==> src/rtl/branch_predictor.sv <==
// Fetch-side branch predictor: a direct-mapped BTB with 2-bit saturating counters.
// Lookup is combinational on the fetch PC; the decode-stage resolver trains the table.
module branch_predictor #(
    parameter int INDEX_BITS = 3
) (
    input  logic        clk,
    input  logic        rst_n,
    input  logic [15:0] PC_curr,
    output logic        predicted_taken,
    output logic [15:0] predicted_target,
    input  logic        update_en,
    input  logic [15:0] update_PC,
    input  logic        actual_taken,
    input  logic [15:0] actual_target,
    input  logic        pred_taken_in,
    input  logic [15:0] pred_target_in,
    output logic        mispredicted,
    output logic [15:0] recovery_PC
);

    localparam int ENTRIES = 1 << INDEX_BITS;
    localparam int TAG_W   = 15 - INDEX_BITS;

    logic                  valid_q  [ENTRIES];
    logic [TAG_W-1:0]      tag_q    [ENTRIES];
    logic [15:0]           target_q [ENTRIES];
    logic [1:0]            cnt_q    [ENTRIES];

    logic [INDEX_BITS-1:0] look_idx;
    logic [TAG_W-1:0]      look_tag;
    logic                  look_hit;
    logic [INDEX_BITS-1:0] upd_idx;
    logic [TAG_W-1:0]      upd_tag;
    logic                  upd_hit;
    logic                  unused_pc_lsb;

    // Instructions are halfword aligned, so bit 0 of the fetch PC carries no information.
    assign unused_pc_lsb = PC_curr[0];

    assign look_idx = PC_curr[INDEX_BITS:1];
    assign look_tag = PC_curr[15:INDEX_BITS+1];
    assign look_hit = valid_q[look_idx] && (tag_q[look_idx] == look_tag);

    assign predicted_taken  = look_hit & cnt_q[look_idx][1];
    assign predicted_target = look_hit ? target_q[look_idx] : 16'h0000;

    assign upd_idx = update_PC[INDEX_BITS:1];
    assign upd_tag = update_PC[15:INDEX_BITS+1];
    assign upd_hit = valid_q[upd_idx] && (tag_q[upd_idx] == upd_tag);

    assign mispredicted = update_en &
                          ((pred_taken_in != actual_taken) |
                           (actual_taken & (pred_target_in != actual_target)));
    assign recovery_PC  = actual_taken ? actual_target : (update_PC + 16'd2);

    always_ff @(posedge clk or negedge rst_n) begin
        if (!rst_n) begin
            for (int i = 0; i < ENTRIES; i++) begin
                valid_q[i]  <= 1'b0;
                tag_q[i]    <= '0;
                target_q[i] <= 16'h0000;
                cnt_q[i]    <= 2'b01;
            end
        end else if (update_en) begin
            if (upd_hit) begin
                if (actual_taken) begin
                    if (cnt_q[upd_idx] != 2'b11) cnt_q[upd_idx] <= cnt_q[upd_idx] + 2'b01;
                    target_q[upd_idx] <= actual_target;
                end else if (cnt_q[upd_idx] != 2'b00) begin
                    cnt_q[upd_idx] <= cnt_q[upd_idx] - 2'b01;
                end
            end else if (actual_taken) begin
                // Taken miss evicts whatever aliases into this slot; not-taken misses are never kept.
                valid_q[upd_idx]  <= 1'b1;
                tag_q[upd_idx]    <= upd_tag;
                target_q[upd_idx] <= actual_target;
                cnt_q[upd_idx]    <= 2'b10;
            end
        end
    end

endmodule

==> config.mk <==
export PLATFORM = sky130hd
export DESIGN_NAME = branch_predictor
export DESIGN_NICKNAME = d
export VERILOG_FILES = /design/src/rtl/branch_predictor.sv
export SDC_FILE = /design/constraint.sdc
export NUM_CORES = 1
export LEC_CHECK = 0
export ABC_AREA = 1
export CORE_MARGIN = 1
export CORE_UTILIZATION = 64
export CTS_CLUSTER_DIAMETER = 30
export CTS_CLUSTER_SIZE = 16
export DETAILED_ROUTE_END_ITERATION = 10
export HOLD_SLACK_MARGIN = 0.03
export PLACE_DENSITY = 0.87
export SLEW_MARGIN = 20
export SYNTH_ARGS = -nofsm -noshare
export SYNTH_HDL_FRONTEND = slang
export SYNTH_SLANG_ARGS = --single-unit
==> constraint.sdc <==
create_clock -name clk -period 6.69 [get_ports clk]
set_clock_uncertainty 0.2 [all_clocks]
set_input_delay 1.0035 -clock clk [delete_from_list [all_inputs] [get_ports clk]]
set_output_delay 1.0035 -clock clk [all_outputs]
set_load 0.02 [all_outputs]
# Word level (Yosys, flattened, before mapping)
# Cells that the tools add are included.
[totals]
regBits = 248
out_inout_bits = 34
word_cells = 104
inputBits = 69
[op_classes]
magnitude_cmp = 3
mux = 40
bitwise = 11
n_addsub = 3
reduce_logical = 9
n_eq_ne = 6
[op_table]
columns = ["operator", "n"]
rows = [
  ["$mux 16", 10],
  ["$bwmux 128", 1],
  ["$bwmux 96", 1],
  ["$bmux 12 s3", 2],
  ["$mux 12", 5],
  ["$bmux 16 s3", 1],
  ["$demux 16 s3", 1],
  ["$demux 12 s3", 1],
  ["$bwmux 16", 2],
  ["$eq 12x12->1", 2],
  ["$add 16x2->16 const B", 1],
  ["$ne 16x16->1", 1],
  ["$or 8x8->8", 2],
  ["$bmux 2 s3", 2],
  ["$mux 2", 5],
  ["$and 8x8->8", 1],
  ["$ge 4x4->1 const B", 2],
  ["$not 3->4", 2],
  ["$not 8->8", 1],
  ["$bmux 1 s3", 2],
  ["$demux 2 s3", 1],
  ["$reduce_bool 2->1", 3],
  ["$mux 1", 5],
  ["$lt 4x1->1 const B", 1],
  ["other kinds (13)", 17],
]

# Logic depth before layout (Yosys ltp)
# Gate-level depths: netlist of run 1.
[depth]
word_depth = 9
ltp_mapped = 19
ltp_nobuf = 18

# Worst setup path after synthesis of run 1
# Ideal clock, no wire load.
[synth_path]
path_kind = "input-to-output"
start = "in PC_curr[1]"
end = "out predicted_target[10]"
slack_ns = 2.677
t_required_ns = 5.486
n_path_buf = 3
arrival_time_ns = 2.810
stages = 15
cell_sequence = "buf_2 > clkinv_1 > buf_2 > a21oi_1 > o21ai_0 > nand3_1 > nand2_1 > nand2_1 > nand2_1 > nor2_1 > o2111ai_1 > nor2_1 > nand2_1 > buf_2 > nor2_1"
[synth_between]
elab_chain_len = 7
elab_cells_between_ends = 13
cone_classes = "eq/ne (1); mux (10); bitwise (1); reduce/logical (1)"
[synth_lines]
columns = ["element", "line_no", "text"]
rows = [
  ["from (decl)", "8", "input logic [15:0] PC_curr,"],
  ["$not 3->4 (implied by the code) (*)", "42, 45", ""],
  ["$bmux 12 s3", "42", "assign look_hit = valid_q[look_idx] && (tag_q[look_idx] == look_tag);"],
  ["$mux 12 (implied by the code) (2 in a row)", "42", ""],
  ["$eq 12x12->1", "42", ""],
  ["$logic_and 1x1->1", "42", ""],
  ["$mux 16 (*)", "45", "assign predicted_target = look_hit ? target_q[look_idx] : 16'h0000;"],
  ["to (decl)", "10", "output logic [15:0] predicted_target,"],
]
# Every way passes the cells marked *; elsewhere a longest branch is shown, timed or not. The select of a mux whose other input is x is not followed.

==> metrics.yaml, run 1 <==
synthArstFlopShare_pct: 100
p_leak_uw: 0.00763
slowest_delay_ns: 0.75
fin_nets: 1976
vias: 14000
wl_per_cell_microns: 19.7
max_freq_mhz: 172
grt.total_usage_pct: 40.5
synth.most_common_cell: "nand2_1"
timing.final.ws_setup_ns: 0.877
fin_hold_ws_ns: 0.260
globalRouteMet1Util_pct: 52.8
cts_inserted_buffers: 48
post-place-cells: 2124
slowest_stage: "clkdlybuf4s50_1"
drtAntennaViolNets: 0
busiest_layer: "met2"
grt_pass1_wl_mm: 68.7
drt_iter0_drc: 1561
synthTopCellsByCount: "nand2_1, o21ai_0, dfrtp_1, inv_1, nor2_1"
dr.pass1.iters: 6
place.gp.congestion: 0.917
worst_pin_slew_ns: 1.07
cp_cell_sequence: "clkdlybuf4s50_1, ha_1, nand4_1, nor2_1, nand2_1, nor2_1, nand2_1, nor3_1, nand3_1, xor2_1, nand2_1, o21ai_0, clkdlybuf4s50_1"
min_period_ns: 5.81
ys_types: 42
antenna_found_initial: 1
p_per_area_nw_per_um2: 329
drive_above_1_share_pct: 7.52
worstReg2RegStart: "tag_q[41]"
synth.avg_cell_area_sq_um: 7.32
status: "complete, no violations"
fin_util_pct: 79.1
rr_endpoint: "tag_q[60]"
rows: 52
die_area_sq_um: 21700
synth_top_area_share_pct: 44.4
slew_headroom_pct: 28.4
remaining_drc_errors: 0
clock_path_buffers: 3
crit_arrival_ns: 4.61
min_to: "valid_q[5]"
cts_htree_levels: 2
synth_cells: 1850
path_class: "input port to output port"
r2r_cells: 15
synth_top_area_cell: "dfrtp_1"
gr-usage-met3_pct: 10.9
ir_drop_uv: 332
final-hold-violation-count: 0
r2r_setup_slack_ns: 3.72
ys.flop_type: "dfrtp_1"
fp.coreArea_sq_um: 20500
totalWireLength_mm: 43.7
tns_ns: 0
ctsHoldBuffers: 0
hp-class: "flop to flop"
portBuffers: 101
rsz0062_at_grt: "false"
final_cells: 2212
critical_path_buf_inv_count: 2
whs_path_depth: 2
cap_violations: 0
cts.sinks: 248
crit_cells: 13
path_max_fanout: 9
grt_pass1_vias: 13400
syn_area_sq_um: 13500
worstHoldStart: "valid_q[5]"
cts_tree: "done"
synth-seq-area-share_pct: 45.9
grt_max_degree: 138
slew_viol_final: 0
place_hpwl_mm: 25.8
io_pins: 103
clkTransAtPathRegs_ns: 0.04
use_met2_pct: 63.7
crit_path_frequent_cell: "nand2_1"
areaGrowthSynthToFinish_pct: 19.7
end_kind: "output port"
synth_nets: 1922
yosys_register_bits: 248
place_worst_setup_slack_ns: 1.03
synth-edff-count: 0
cp.required_ns: 5.49
die_height_microns: 147
postCtsSetupBuffers: 0
die_width_microns: 147
setup_viol: 0
synth_area_leaders: "dfrtp_1, nand2_1, o21ai_0"
insertion_delay_ns: 0.55
cts_root_buf: "clkbuf_16"
grt-ovfl-total: 0
path_delay_family: "buffers and inverters"
post-route-period-util_pct: 86.9
via_per_inst: 6.31
cts_resized: 0
start_kind: "input port"
yosysWarnings: 0
initial_core_util_pct: 66.0
## power by group
| group | total, uW | internal, uW | switching, uW |
|---|---|---|---|
| Combinational | 939 | 331 | 608 |
| Clock | 2410 | 1620 | 790 |
| Sequential | 1980 | 1820 | 161 |
## how the worst max path moves through the flow
stage | start | end | slack (ns)
floorplan | PC_curr[1] | predicted_target[10] | 2.68
global placement | update_PC[2] | recovery_PC[15] | 1.15
detailed placement | update_PC[2] | recovery_PC[15] | 1.03
CTS | update_PC[2] | recovery_PC[15] | 1.0
global route | update_PC[2] | recovery_PC[15] | 0.69
finish | update_PC[2] | recovery_PC[15] | 0.88
## placed cells by master (no fill, tap or decap), drive strengths merged, types with 6 or more instances in the layout
cell	netlist	final
dfrtp	240	240
o31ai	15	15
inv	187	189
bufinv	0	6
nor3	6	6
nand4	28	28
clkdlybuf4s50	0	97
a21oi	108	108
dfstp	8	8
o21ai	354	354
o22ai	6	6
o221ai	16	16
or2	7	7
buf	46	26
nor2	136	136
clkinv	2	12
nand3	83	83
xor2	16	16
nand2	488	488
clkbuf	73	66
## worst register-to-register path: stages, from the launching register on
cell	delay, ns
dfrtp_1	0.36
inv_1	0.07
nand2_1	0.07
nand3_1	0.15
nand2_1	0.11
o21ai_0	0.36
nand2_1	0.09
nor2_1	0.28
nand2_1	0.11
nor2_1	0.18
nand2_1	0.15
nand2_4	0.16
nor2_2	0.16
buf_4	0.24
inv_1	0.10
o21ai_0	0.07
## state kept, by name, indices dropped and copies added (netlist names)
| name | count |
|---|---|
| target_q | 128 |
| tag_q | 96 |
| valid_q | 8 |
| cnt_q | 16 |
## routing by layer
metal / wire [microns] / part of all wire [%] / vias to the layer above
met5: 14 / 0.032 / -
met4: 1670 / 3.8 / 2
met3: 6100 / 14 / 165
met2: 19800 / 45 / 1037
met1: 16000 / 37 / 6571
li1: - / - / 6184
## area by class of cell
type                            instances  area [sq um]
Sequential cell                       248          6220
Multi-Input combinational cell       1294          6110
Fill cell                            1336          4290
Clock buffer                           66          1330
Timing Repair Buffer                  123          1180
Inverter                              189           709
Tap cell                              270           338
Clock inverter                         21           312
Antenna cell                            1          2.50
## per-stage QoR
stage          power, uW  area, sq um
5_1_grt             5550        16200
3_3_place_gp        2830        14500
3_5_place_dp        2880        14500
4_1_cts             5300        16200
6_report            5330        16200
2_1_floorplan       2580        13500
## logic make-up after synthesis
kind of cell,count (synthesis),share of synthesized area [%]
AOI/OAI and AO/OA,522,20.7
DFF,248,45.9
buffers and inverters,308,9.08
xor gates and xnor gates,19,1.23
and+or+nand+nor,750,22.8
adders and majority gates,3,0.277
(Power assumes the default switching activity.)
==> inputs of run 2 (changes only) <==
Settings changed: CORE_ASPECT_RATIO set to 0.6, GPL_TIMING_DRIVEN set to 1.
==> metrics.yaml, run 2 (synthesized netlist as in run 1, its figures left out) <==
fin_hold_ws_ns: 0.265  # +0.00559 ns
status: "complete, no violations"
slowest_delay_ns: 0.68  # -0.07 ns
top_register: "target_q"
min_period_ns: 5.94  # +0.125 ns
drtAntennaViolNets: 0  # unchanged
clkTransAtPathRegs_ns: 0.05  # about the same
rows: 40  # -23%
p_leak_uw: 0.00738  # -3.2%
final-hold-violation-count: 0  # unchanged
slew_viol_final: 0  # unchanged
grt.total_usage_pct: 40.9  # +0.35 points
tns_ns: 0  # unchanged
ctsHoldBuffers: 0  # unchanged
worst_pin_slew_ns: 1.13  # +0.0591 ns
path_class: "input port to output port"
rsz0062_at_grt: "false"
path_delay_family: "buffers and inverters"
grt_pass1_vias: 12600  # -5.9%
cts_htree_levels: 2  # unchanged
place.gp.congestion: 0.939  # +2.4%
mostFrequentLayoutCells: "nand2_1, o21ai_0, dfrtp_1"
hp-class: "flop to flop"
die_area_sq_um: 21800  # about the same
portBuffers: 101  # unchanged
timing.final.ws_setup_ns: 0.752  # -0.125 ns
start_kind: "input port"
totalWireLength_mm: 44.0  # +0.79%
cts_root_buf: "clkbuf_16"
slew_headroom_pct: 24.4  # -3.9 points
die_width_microns: 190  # +29%
drt_iter0_drc: 2235  # +43%
slowest_stage: "clkdlybuf4s50_1"
areaGrowthSynthToFinish_pct: 15.8
fin_util_pct: 76.9  # -2.1 points
end_kind: "output port"
dr.pass1.iters: 7  # +1
remaining_drc_errors: 0  # unchanged
cp.required_ns: 5.49  # about the same
initial_core_util_pct: 66.4  # +0.41 points
reg_top3: "target_q (128), tag_q (96), cnt_q (16)"
ir_drop_uv: 277  # -17%
io_pins: 103  # unchanged
clock_path_buffers: 3  # unchanged
vias: 13800  # -0.90%
grt-ovfl-total: 0  # unchanged
max_freq_mhz: 168  # -2.1%
cts_tree: "done"
place_hpwl_mm: 27.9  # +8.0%
final_common_cell: "nand2_1"
fin_nets: 1961  # -0.76%
drive_above_1_share_pct: 6.43  # -1.1 points
critical_path_buf_inv_count: 4  # +2
post-route-period-util_pct: 88.8  # +1.9 points
p_per_area_nw_per_um2: 302  # -8.2%
antenna_found_initial: 1  # unchanged
crit_arrival_ns: 4.73  # +0.12 ns
wl_per_cell_microns: 20.1  # +2.0%
cap_violations: 0  # unchanged
cts_inserted_buffers: 36  # -25%
n_antenna_cell: 0  # -1
insertion_delay_ns: 0.51  # -0.04 ns
cts_resized: 0  # unchanged
grt_max_degree: 153  # +11%
postCtsSetupBuffers: 0  # unchanged
path_max_fanout: 34  # +25
grt_pass1_wl_mm: 68.2  # -0.69%
cts.sinks: 248  # unchanged
setup_viol: 0  # unchanged
place_worst_setup_slack_ns: 0.923  # -0.110 ns
cp_cell_sequence: "clkdlybuf4s50_1, clkinv_1, buf_4, nand3_1, nand2_1, xnor2_1, nor2_1, nand2_1, nor2_1, nand2_1, nor2_1, clkdlybuf4s50_1"
largest_reg_flops: 128  # unchanged
via_per_inst: 6.33  # +0.32%
die_height_microns: 115  # -22%
fp.coreArea_sq_um: 20400  # -0.61%
## run 2: cell count changes in the layout (fill, tap and decap cells not counted), sizes merged
cell	change
inv	-1
buf	-3
diode	-1
clkbuf	-18
clkinvlp	-1
clkinv	-1
bufinv	-5
## run 2: path summary, 6_finish.rpt
path | startpoint | end | slack [ns] | cells past startpoint
setup / recovery | PC_curr[3] | predicted_target[6] | 0.75 | 12
hold / removal | cnt_q[8] | cnt_q[8] | 0.27 | 2
setup reg to reg | tag_q[69] | valid_q[4] | 3.47 | 13
hold reg to reg | cnt_q[8] | cnt_q[8] | 0.27 | 2
max in group asynchronous | rst_n | target_q[18] | 4.72 | 2
min in group asynchronous | rst_n | tag_q[25] | 0.32 | 1
## run 2: metal layers
layer	vias up	GRT usage, %	wire length [microns]
met3	158	12.6	7190
li1	6145	-	-
met4	2	13.0	1300
met5	-	0	13
met2	1048	58.4	17900
met1	6480	59.3	17500
## run 2: per-stage QoR
step                instance area (sq um)  cells  total power, uW
floorplan                           13500   1850             2580
global placement                    14500   2124             2840
detailed placement                  14500   2124             2890
CTS                                 15700   2185             4690
global route                        15700   2185             4930
finish                              15700   2185             4730
## run 2: cell type report
| class | instances | area [sq um] |
|---|---|---|
| timing repair buffer | 120 | 1160 |
| multi-input combinational | 1294 | 6110 |
| fill | 1430 | 4700 |
| clock inverter | 13 | 110 |
| inverter | 189 | 709 |
| clock buffer | 48 | 1030 |
| tap | 273 | 342 |
| sequential | 248 | 6220 |
## run 2: tightest hold or removal path, stage by stage, from the launching register on
cell and delay (ns):
dfstp_2 0.37, nand2_1 0.05, nand2_1 0.05
## run 2: power breakdown
part           internal [uW]  leakage (uW)  switching (uW)
Clock                   1110      0.000560             694
Combinational            330       0.00382             611
Sequential              1820       0.00300             164
Total                   3270       0.00738            1470
==> inputs of run 3 (changes only) <==
Settings changed: CORE_MARGIN 1 to not set.
==> results of run 3 <==
Final layout, timing and power as in run 2 (identical DEF).
